File: src/rtl/unidade_busca_pkg.sv
// Shared definitions for the instruction fetch unit.
// Holds the word/address widths, the opcode constants, the FSM state
// encoding, the Done watchdog limit and a helper that extracts the opcode
// field of an instruction word.
package unidade_busca_pkg;

    localparam int WORD_W = 9;
    localparam int ADDR_W = 5;
    localparam int WDOG_W = 4;

    localparam logic [WDOG_W-1:0] WDOG_MAX = 4'd15;

    localparam logic [2:0] OP_MV   = 3'b000;
    localparam logic [2:0] OP_MVI  = 3'b001;
    localparam logic [2:0] OP_ADD  = 3'b010;
    localparam logic [2:0] OP_SUB  = 3'b011;
    localparam logic [2:0] OP_HALT = 3'b111;

    typedef enum logic [2:0] {
        S_IDLE      = 3'd0,
        S_FETCH     = 3'd1,
        S_LATCH     = 3'd2,
        S_FETCH_IMM = 3'd3,
        S_LATCH_IMM = 3'd4,
        S_EXEC      = 3'd5,
        S_NEXT      = 3'd6,
        S_HALT      = 3'd7
    } state_t;

    // Instruction layout: opcode [8:6], Rx [5:3], Ry [2:0].
    function automatic logic [2:0] opcode_of(input logic [WORD_W-1:0] word);
        return word[8:6];
    endfunction

endpackage

File: src/rtl/unidade_busca_pc.sv
// contador_programa: 5-bit program counter.
// Ports:
//   clk   - system clock (rising edge)
//   rst_n - asynchronous active-low reset, forces pc to 0
//   clr   - synchronous load of zero (has priority over inc)
//   inc   - synchronous increment, wraps 31 -> 0 without any flag
//   pc    - current program counter value
module contador_programa
    import unidade_busca_pkg::*;
(
    input  logic              clk,
    input  logic              rst_n,
    input  logic              clr,
    input  logic              inc,
    output logic [ADDR_W-1:0] pc
);

    always_ff @(posedge clk or negedge rst_n) begin
        if (!rst_n) begin
            pc <= '0;
        end else if (clr) begin
            pc <= '0;
        end else if (inc) begin
            pc <= pc + 1'b1;
        end
    end

endmodule

File: src/rtl/unidade_busca.sv
// unidade_busca: instruction fetch unit for a small 9-bit processor.
// Fetches one- or two-word instructions from a synchronous-read memory,
// presents them to the control unit and waits for Done, with a watchdog
// that halts the unit if Done never arrives.
// Ports:
//   Clock     - system clock (rising edge)
//   Resetn    - asynchronous active-low reset
//   Start     - starts execution at address 0 from IDLE or HALT
//   MemAddr   - instruction memory word address (equals the PC)
//   MemData   - memory read word, valid the cycle after MemAddr is sampled
//   Done      - instruction-complete flag from the control unit
//   Instrucao - registered instruction word
//   DIN       - registered immediate for mvi, zero otherwise
//   Run       - instruction present and executing
//   Halted    - unit is in HALT
//   Erro      - sticky watchdog-expiry flag, cleared by the next Start
module unidade_busca
    import unidade_busca_pkg::*;
(
    input  logic              Clock,
    input  logic              Resetn,
    input  logic              Start,
    output logic [ADDR_W-1:0] MemAddr,
    input  logic [WORD_W-1:0] MemData,
    input  logic              Done,
    output logic [WORD_W-1:0] Instrucao,
    output logic [WORD_W-1:0] DIN,
    output logic              Run,
    output logic              Halted,
    output logic              Erro
);

    state_t            state;
    logic [WDOG_W-1:0] wdog;
    logic              pc_clr;
    logic              pc_inc;
    logic [ADDR_W-1:0] pc;

    // The PC moves on the same edge as the FSM transition that needs it:
    // cleared when leaving IDLE/HALT, bumped whenever a word is latched.
    always_comb begin
        pc_clr = 1'b0;
        pc_inc = 1'b0;
        case (state)
            S_IDLE, S_HALT:       pc_clr = Start;
            S_LATCH, S_LATCH_IMM: pc_inc = 1'b1;
            default:              ;
        endcase
    end

    contador_programa u_pc (
        .clk   (Clock),
        .rst_n (Resetn),
        .clr   (pc_clr),
        .inc   (pc_inc),
        .pc    (pc)
    );

    assign MemAddr = pc;

    always_ff @(posedge Clock or negedge Resetn) begin
        if (!Resetn) begin
            state     <= S_IDLE;
            Instrucao <= '0;
            DIN       <= '0;
            Run       <= 1'b0;
            Halted    <= 1'b0;
            Erro      <= 1'b0;
            wdog      <= '0;
        end else begin
            case (state)
                S_IDLE: begin
                    if (Start) begin
                        state <= S_FETCH;
                    end
                end

                // Memory samples MemAddr at the end of this cycle.
                S_FETCH: begin
                    state <= S_LATCH;
                end

                S_LATCH: begin
                    Instrucao <= MemData;
                    DIN       <= '0;
                    case (opcode_of(MemData))
                        OP_MVI: begin
                            state <= S_FETCH_IMM;
                        end
                        OP_HALT: begin
                            state  <= S_HALT;
                            Halted <= 1'b1;
                        end
                        default: begin
                            state <= S_EXEC;
                            Run   <= 1'b1;
                            wdog  <= '0;
                        end
                    endcase
                end

                S_FETCH_IMM: begin
                    state <= S_LATCH_IMM;
                end

                S_LATCH_IMM: begin
                    DIN   <= MemData;
                    state <= S_EXEC;
                    Run   <= 1'b1;
                    wdog  <= '0;
                end

                // Done takes priority over a watchdog expiry in the same cycle.
                S_EXEC: begin
                    if (Done) begin
                        state <= S_NEXT;
                        Run   <= 1'b0;
                    end else if (wdog == WDOG_MAX - 4'd1) begin
                        wdog   <= WDOG_MAX;
                        Erro   <= 1'b1;
                        Run    <= 1'b0;
                        Halted <= 1'b1;
                        state  <= S_HALT;
                    end else begin
                        wdog <= wdog + 4'd1;
                    end
                end

                // One Run=0 cycle so the control unit can clear its step counter.
                S_NEXT: begin
                    DIN   <= '0;
                    state <= S_FETCH;
                end

                S_HALT: begin
                    if (Start) begin
                        state  <= S_FETCH;
                        Halted <= 1'b0;
                        Erro   <= 1'b0;
                    end
                end

                default: begin
                    state <= S_IDLE;
                end
            endcase
        end
    end

endmodule

File: config.mk
export PLATFORM = sky130hd
export DESIGN_NAME = unidade_busca
export DESIGN_NICKNAME = d
export VERILOG_FILES = /design/src/rtl/unidade_busca_pkg.sv /design/src/rtl/unidade_busca_pc.sv /design/src/rtl/unidade_busca.sv
export SDC_FILE = /design/constraint.sdc
export NUM_CORES = 1
export LEC_CHECK = 0
export BUFFER_PORTS_ARGS = -buffer_cell sky130_fd_sc_hd__buf_2
export CORE_ASPECT_RATIO = 1.1
export CORE_UTILIZATION = 41
export DETAILED_ROUTE_END_ITERATION = 10
export HOLD_SLACK_MARGIN = 0.1
export PLACE_DENSITY = 0.61
export SETUP_SLACK_MARGIN = 0.1
export SYNTH_ARGS = -nofsm -noshare
export SYNTH_HDL_FRONTEND = slang
export SYNTH_SLANG_ARGS = --single-unit
File: constraint.sdc
create_clock -name Clock -period 2 [get_ports Clock]
set_input_delay 0.1 -clock Clock [delete_from_list [all_inputs] [get_ports Clock]]
set_output_delay 0.1 -clock Clock [all_outputs]
set_load 0.01 [all_outputs]
==> results.cfg, run 1 <==
[outcome]
outcome = completed

[finish]
syn_to_final_growth_pct = 22.5
nets = 242
fin_cells = 278
antennaDiodeCount = 0
drive_gt1_share_pct = 23.5

[floorplanning]
rows = 24
io_pins = 39
die_w_um = 64.1
core_um2 = 4020
die_y_um = 70.3
initial_core_util_pct = 43.3
die_area_um2 = 4510

[timing]
fin_setup_tns_ps = 0
fin_skew_ps = 5.25
finalHoldViolations = 0
fin_ws_ps = 300
worst_pin_slew_ps = 746
setup_viol = 0
finalCritPeriodShare_pct = 85.0
rsz0062_at_grt = false
maxSlewViolCount = 0
fin_crit_ps = 1700
relSlewSlack_pct = 50.2
max_freq_mhz = 588

[clock_network]
root_buffer = clkbuf_8
cts_resized = 0
clock_latency_ps = 280
numCtsBuffers = 5
cts.sink_count = 33
cts_buffer_depth = 2
clk_pin_slew_ps = 60
cts_max_level = 2
cts_tree = done

[min_path]
hold_path_class = primary input to flip-flop
min_to = Instrucao[8]
min_from = MemData[8]
hold_depth = 2

[synth]
synth_top_family_by_area = compound AO/OA/AOI/OAI gates
yosys.area_share.xor_xnor_pct = 1.01
synthAdderAreaFrac_pct = 2.16
synth_mux_area_share_pct = 6.40
syn_area_um2 = 1740
yosysUniqueCellTypes = 41
avgSynthCellArea_um2 = 9.67
synth-seq-cells = 33
synth_nets = 196
yosys_warnings = 0
ys_seq_area_share_pct = 47.4
synthDominantCellAreaShare_pct = 47.4
synth_largest_area_cell = dfrtp_1
synthCells = 180
synthSimpleGateAreaFrac_pct = 14.9
synth_area_leaders = dfrtp_1, mux2_1, nand2_1, a22oi_1, o21ai_1
synth-compound-area-share_pct = 23.3

[routing]
post_drt_wl_per_cell_um = 15.2
num_vias = 1567
vias_per_cell = 5.64
drc = 0
drt_iter0_drc = 92
routed_wl_mm = 4.22
first_pass_iters = 4
ant_nets = 0

[setup_path]
cpLargestDelayFamily = simple AND/OR/NAND/NOR gates
crit_start = state[1]
critPathRequiredTime_ps = 2150
slowest_delay_ps = 540
critical_path.slowest_cell = dfrtp_1
path_max_fanout = 13
rrSetupSlack_ps = 300
crit_buf_inv = 1
cp_cell_sequence = buf_4 > nand2b_1 > or3_1 > o21ai_1 > a211oi_1
crit_arrival_ps = 1850
r2r-start = state[1]
worstSetupPathType = flip-flop to flip-flop
reg2reg_to = wdog[3]
worstSetupStartpointType = flip-flop
endpoint_kind = flip-flop
r2r_cells = 5

[pwr]
power_mw = 3.33
p_per_area_nw_per_um2 = 1560
ir_worst_vdd_uv = 687
p_leak_nw = 0.985

[global_route]
grt_usage_pct = 21.3
grt_antenna_before_repair = 0
grt_pass1_wl_mm = 7.40
grt_pass1_vias = 1537
overflow = 0
grt_max_degree = 34

[job]
drv_cap = 0

[place]
routabilityCongestion = 0.834
port_buffers = 38
dp.cells = 264
dp_slack_ps = 299
hpwl_mm = 2.87
[placed cells by master, fill, tap and decap left out, types with 3 or more instances in the layout]
| cell type | n |
|---|---|
| o22ai_1 | 9 |
| inv_1 | 6 |
| and3_1 | 3 |
| a31oi_1 | 4 |
| a22oi_1 | 9 |
| o21ai_1 | 12 |
| dlygate4sd3_1 | 7 |
| a21oi_1 | 11 |
| mux2_1 | 9 |
| nor2b_1 | 4 |
| o21ai_0 | 5 |
| buf_4 | 5 |
| nand2_1 | 20 |
| clkbuf_8 | 6 |
| a211oi_1 | 3 |
| nor3_1 | 4 |
| a22o_1 | 3 |
| buf_2 | 38 |
| ha_1 | 3 |
| dfrtp_1 | 33 |
| nor2_1 | 6 |
[cell families (layout without fill, tap and decap cells)]
kind of cell / Yosys count / count (layout)
XOR/XNOR: 2 / 2
flip-flops: 33 / 33
buffers and inverters: 18 / 64
AND/OR/NAND/NOR: 51 / 51
AO/OA/AOI/OAI: 63 / 63
multiplexers: 10 / 10
adder cells (fa/ha/maj): 3 / 3
[cell usage after synthesis]
master	count
o21ba_2	1
o21ai_0	5
a221o_1	1
inv_2	1
a21o_1	2
nor2_1	6
buf_2	4
mux2_1	9
ha_1	3
inv_1	6
a41oi_1	1
clkbuf_1	5
nor3_1	4
or3_1	1
mux2i_1	1
or4b_1	1
nand2b_1	2
nor3b_1	1
buf_4	1
a21oi_1	11
buf_6	1
a311oi_2	1
dfrtp_1	33
a22oi_1	9
nand3_1	2
a211o_1	1
and3_1	3
nor4_1	2
a22o_1	3
nand4b_1	1
o21ai_1	12
nor2_4	1
nand2_1	20
o22ai_1	9
xnor2_1	1
xor2_1	1
nand4_1	2
a31oi_1	4
a211oi_1	3
or2_1	1
nor2b_1	4
[area by class of cell]
type	count	area [um^2]
well taps	52	65.1
flip-flops and latches	33	826
clock buffers	7	86.3
multi-input cells	129	831
repair buffers	50	298
inverters	7	26.3
fillers	384	1890
[flip-flops by register name, indices dropped and copies added, names as in the netlist]
register,cells
Instrucao,9
u_pc.pc,5
wdog,4
state,3
Run,1
Erro,1
Halted,1
DIN,9
[worst max path at each step]
stage,to,slack [ps],depth (start not counted)
after floorplan,Instrucao[0],570,5
after global placement,wdog[3],370,5
after detailed placement,wdog[1],300,4
after CTS,wdog[1],310,4
after global routing,wdog[1],150,4
final,wdog[3],300,5
[per-layer routing]
| layer | track usage [%] | share of wire, % | vias up |
|---|---|---|---|
| met5 | 0 | 0 | - |
| met4 | 8.15 | 0.62 | 0 |
| met3 | 5.72 | 5.8 | 4 |
| met2 | 33.5 | 47 | 60 |
| met1 | 27.9 | 46 | 752 |
| li1 | - | - | 751 |
[what timing repair did]
action / in CTS / in global routing
buffers inserted: 0 / 0
hold buffers: 7 / 0
endpoints found under the hold margin: 39 / 0
[power breakdown]
part	switching (mW)	leakage, nW	internal [mW]
registers	0.243	0.416	0.945
clock network	0.233	0.0443	0.273
logic	0.943	0.525	0.693
total	1.42	0.985	1.91
[per-stage QoR]
| step | hold WS, ps | area [um^2] | util [%] |
|---|---|---|---|
| final | 123 | 2130 | 53.0 |
| after global routing | 135 | 2130 | 53.0 |
| after CTS | 117 | 2130 | 53.0 |
| after detailed placement | 224 | 1980 | 49.1 |
| after global placement | 210 | 1980 | 49.1 |
| after floorplan | -196 | 1740 | - |
(Power assumes the default switching activity.)
==> inputs of run 2 (changes only) <==
Clock period 2 ns to 1.6 ns, I/O delays scaled along.
==> run 2 against run 1 <==
Register-to-register slack got worse by 150 ps. Clock skew up 1.2 ps. Combinational power rose by 38%. Die area is the same. Power is 40% higher. Final area is 7.2% higher. Maximum frequency is 17% higher. Sequential power increased by 22%. Sequential share of layout area is 2.6 points lower. Critical path depth up 1.
==> results.cfg, run 2 (synthesis results as in run 1) <==
[routing]
routed_wl_mm = 4.27
vias_per_cell = 5.52
m1WireLength_mm = 2.02
first_pass_iters = 4
post_drt_wl_per_cell_um = 14.9
top_layer = met4
route.met3.wl_um = 194
num_vias = 1579
drc = 0
ant_nets = 0
wl_met2_mm = 2.00
drt_iter0_drc = 100

[pwr]
p_leak_nw = 1.05
power.switching_mw = 1.85
combPwrFrac_pct = 48.8
seq_power_share_pct = 31.2
ir_worst_vdd_uv = 1070
intPower_mw = 2.80
p_sw_share_pct = 39.8
p_clk_share_pct = 20.0
power_mw = 4.65
p_per_area_nw_per_um2 = 2030

[setup_path]
endpoint_kind = flip-flop
r2r-start = wdog[0]
path_max_fanout = 4
crit_arrival_ps = 1620
cpLargestDelayFamily = flip-flops
slowest_delay_ps = 390
critical_path.slowest_cell = dfrtp_1
cp.depth = 6
worstSetupPathType = flip-flop to flip-flop
crit_path_end = state[1]
cp_cell_sequence = inv_1 > ha_1 > a31oi_4 > nand2_1 > and3_1 > a21o_1
critPathRequiredTime_ps = 1770
r2r_cells = 6
rrSetupSlack_ps = 150
reg2reg_to = state[1]
crit_buf_inv = 1
crit_start = wdog[0]
worstSetupStartpointType = flip-flop

[floorplanning]
rows = 24
io_pins = 39
initial_core_util_pct = 43.3
die_w_um = 64.1
die_area_um2 = 4510
core_um2 = 4020
die_y_um = 70.3

[global_route]
grt_antenna_before_repair = 0
overflow = 0
grt_pass1_wl_mm = 7.18
grt_usage_pct = 21.2
grt_max_degree = 34
grt_pass1_vias = 1476

[timing]
fin_setup_tns_ps = 0
finalCritPeriodShare_pct = 90.9
maxSlewViolCount = 0
worst_pin_slew_ps = 770
fin_ws_ps = 146
setup_viol = 0
relSlewSlack_pct = 48.7
fin_skew_ps = 6.49
rsz0062_at_grt = true
max_freq_mhz = 688
fin_crit_ps = 1450
finalHoldViolations = 0

[finish]
fin_area_um2 = 2290
final_common_cell = buf_2
syn_to_final_growth_pct = 31.3
final_cell_mix = buf_2, dfrtp_1, nand2_1, o21ai_1
antennaDiodeCount = 0
multi_input_area_um2 = 880
drive_gt1_share_pct = 29.5
fillerInstances = 387
final-seq-area_um2 = 827
final_util_pct = 56.8
nets = 249
reg_top3 = DIN x9, Instrucao x9, u_pc.pc x5

[place]
routabilityCongestion = 0.828
hpwl_mm = 2.87
dpl_cell_area_um2 = 2020
port_buffers = 38
dp_slack_ps = 66.6

[clock_network]
cts_buffer_depth = 2
numCtsBuffers = 5
cts.sink_count = 33
cts_max_level = 2
cts_tree = done
root_buffer = clkbuf_8
clk_pin_slew_ps = 60
clock_latency_ps = 280

[min_path]
hold_path_class = primary input to flip-flop

[outcome]
outcome = completed

[job]
drv_cap = 0
==> run 2: routing by layer <==
layer | vias up | global-route usage (%)
met5 | - | 0
met4 | 0 | 8.64
met3 | 6 | 5.88
met2 | 52 | 33.6
met1 | 750 | 27.0
li1 | 771 | -
==> run 2: worst min-delay path by stage <==
stage | to | from | depth (start not counted)
after floorplan | DIN[0] | Resetn | 0
final | Instrucao[8] | MemData[8] | 2
after global placement | u_pc.pc[4] | Resetn | 1
after global routing | Instrucao[8] | MemData[8] | 2
after detailed placement | Run | Resetn | 1
after CTS | Instrucao[8] | MemData[8] | 2
==> run 2: per-stage QoR <==
stage,instances,hold slack [ps]
finish,286,123
global route,286,127
floorplan,180,-216
CTS,285,107
detailed placement,270,201
global placement,270,185
==> run 2: worst register-to-register path: stages, from the launching register on <==
cell     delay [ps]
dfrtp_1         390
inv_1            80
ha_1            250
a31oi_4         230
nand2_1          70
and3_1          180
a21o_1          150
==> run 2: cell type report <==
cell class	instances	share of cell area, %
Sequential cell	33	36.2
Timing Repair Buffer	57	15.5
Tap cell	52	2.85
Inverter	7	1.15
Clock buffer	5	3.01
Multi-Input combinational cell	129	38.5
Clock inverter	3	2.85
==> run 2: repair_timing <==
item,in CTS,in global routing
hold buffers,7,0
hold endpoints to repair,43,0
setup endpoints to repair,2,10
resized for setup,2,8
gates cloned,0,0
buffers inserted,0,1
==> run 2: power groups by stage <==
stage | clock [mW] | combinational [mW] | sequential (mW)
after global routing | 0.993 | 2.49 | 1.50
after CTS | 0.948 | 2.19 | 1.44
after floorplan | 0 | 1.32 | 1.57
final | 0.931 | 2.27 | 1.45
after global placement | 0 | 2.13 | 1.44
after detailed placement | 0 | 2.16 | 1.45
==> inputs of run 3 (changes only) <==
Settings changed: CORE_UTILIZATION 41 to 37, PLACE_DENSITY 0.61 to 0.56.
==> run 3 against run 2 <==
Maximum frequency rose by 0.24%. Critical endpoint is now Instrucao[0]. Power decreased by 6.4%. Critical path depth decreased by 2. Largest cell class unchanged. Worst setup slack better by 3.5 ps. Register-to-register slack hardly changed. Clock power is 34% lower. Sequential cell count unchanged. Sequential share of layout area up 0.73 points.
==> results.cfg, run 3 (synthesis results as in run 1) <==
[outcome]
outcome = completed

[routing]
routed_wl_mm = 4.52
ant_nets = 0
m1WireLength_mm = 2.09
drt_iter0_drc = 85
post_drt_wl_per_cell_um = 15.7
top_layer = met4
wl_met2_mm = 2.19
num_vias = 1601
drc = 0
route.met3.wl_um = 184
vias_per_cell = 5.56
first_pass_iters = 4

[timing]
finalCritPeriodShare_pct = 90.6
fin_setup_tns_ps = 0
relSlewSlack_pct = 50.4
maxSlewViolCount = 0
max_freq_mhz = 690
fin_skew_ps = 6.68
setup_viol = 0
finalHoldViolations = 0
rsz0062_at_grt = true
fin_crit_ps = 1450
worst_pin_slew_ps = 743

[min_path]
hold_path_class = primary input to flip-flop
min_from = MemData[8]

[pwr]
ir_worst_vdd_uv = 967
p_leak_nw = 1.02
power_mw = 4.36
p_per_area_nw_per_um2 = 1940

[floorplanning]
die_y_um = 73.9
initial_core_util_pct = 39.5
die_w_um = 67.4
io_pins = 39
die_area_um2 = 4980
rows = 25
core_um2 = 4410

[setup_path]
path_max_fanout = 10
worstSetupStartpointType = flip-flop
worstSetupPathType = flip-flop to flip-flop
critPathRequiredTime_ps = 1760
endpoint_kind = flip-flop
crit_start = state[2]
r2r-start = state[2]
crit_arrival_ps = 1610

[clock_network]
cts_tree = done
numCtsBuffers = 5
clk_pin_slew_ps = 70
cts_buffer_depth = 2
root_buffer = clkbuf_8
clock_latency_ps = 280
cts_max_level = 2
cts.sink_count = 33

[global_route]
grt_max_degree = 34
overflow = 0
grt_pass1_vias = 1586
grt_antenna_before_repair = 0
grt_pass1_wl_mm = 7.55
grt_usage_pct = 20.5

[place]
hpwl_mm = 3.17
routabilityCongestion = 0.834
port_buffers = 38

[finish]
fillerInstances = 425
final_cell_mix = buf_2, dfrtp_1, nand2_1, o21ai_1
syn_to_final_growth_pct = 28.8
nets = 249
drive_gt1_share_pct = 30.3
final_common_cell = buf_2
reg_top3 = DIN x9, Instrucao x9, u_pc.pc x5
antennaDiodeCount = 0

[job]
drv_cap = 0
## run 3: critical path: stages, from the launching register on
cell,delay (ps)
dfrtp_2,450
or2_4,260
nor2_4,140
buf_12,140
mux2_1,330
## run 3: final cells by class
class                      instances  area [um^2]  share of cell area, %
tap                               54         67.6                   3.02
sequential                        33          827                   36.9
inverter                           7         26.3                   1.17
clock inverter                     3         17.5                  0.782
timing repair buffer              57          363                   16.2
multi-input combinational        129          871                   38.9
clock buffer                       5         68.8                   3.07
## run 3: worst paths after layout
kind | to | slack (ps) | cells past startpoint
setup reg to reg | Instrucao[0] | 150 | 4
min in group asynchronous | u_pc.pc[2] | 390 | 2
setup / recovery | Instrucao[0] | 150 | 4
max in group asynchronous | state[2] | 690 | 2
hold / removal | Instrucao[8] | 120 | 2
hold reg to reg | Instrucao[1] | 490 | 1
## run 3: timing repair
action | CTS | global route
cloned | 0 | 0
hold buffers | 7 | 0
buffers inserted | 0 | 1
gates resized for setup | 2 | 8
setup endpoints to repair | 10 | 14
endpoints found under the hold margin | 44 | 0
pin swaps | 0 | 2
## run 3: layer usage
metal | vias up | track usage [%]
li1 | 777 | -
met1 | 779 | 26.1
met2 | 39 | 32.6
met3 | 6 | 4.45
met4 | 0 | 10.4
met5 | - | 0
## run 3: per-stage QoR
step | std cells | hold WS (ps) | utilization, % | setup WS, ps | instance area (um^2)
global route | 288 | 148 | 50.8 | 68.9 | 2240
finish | 288 | 120 | 50.8 | 150 | 2240
global placement | 272 | 188 | 46.2 | 89.0 | 2040
floorplan | 180 | -216 | - | 171 | 1740
CTS | 287 | 113 | 49.9 | 104 | 2200
detailed placement | 272 | 195 | 46.2 | -3.99 | 2040
## run 3: power breakdown
part | switching, mW | internal, mW
combinational | 1.27 | 1.01
clock | 0.314 | 0.300
sequential | 0.272 | 1.18
total | 1.86 | 2.50
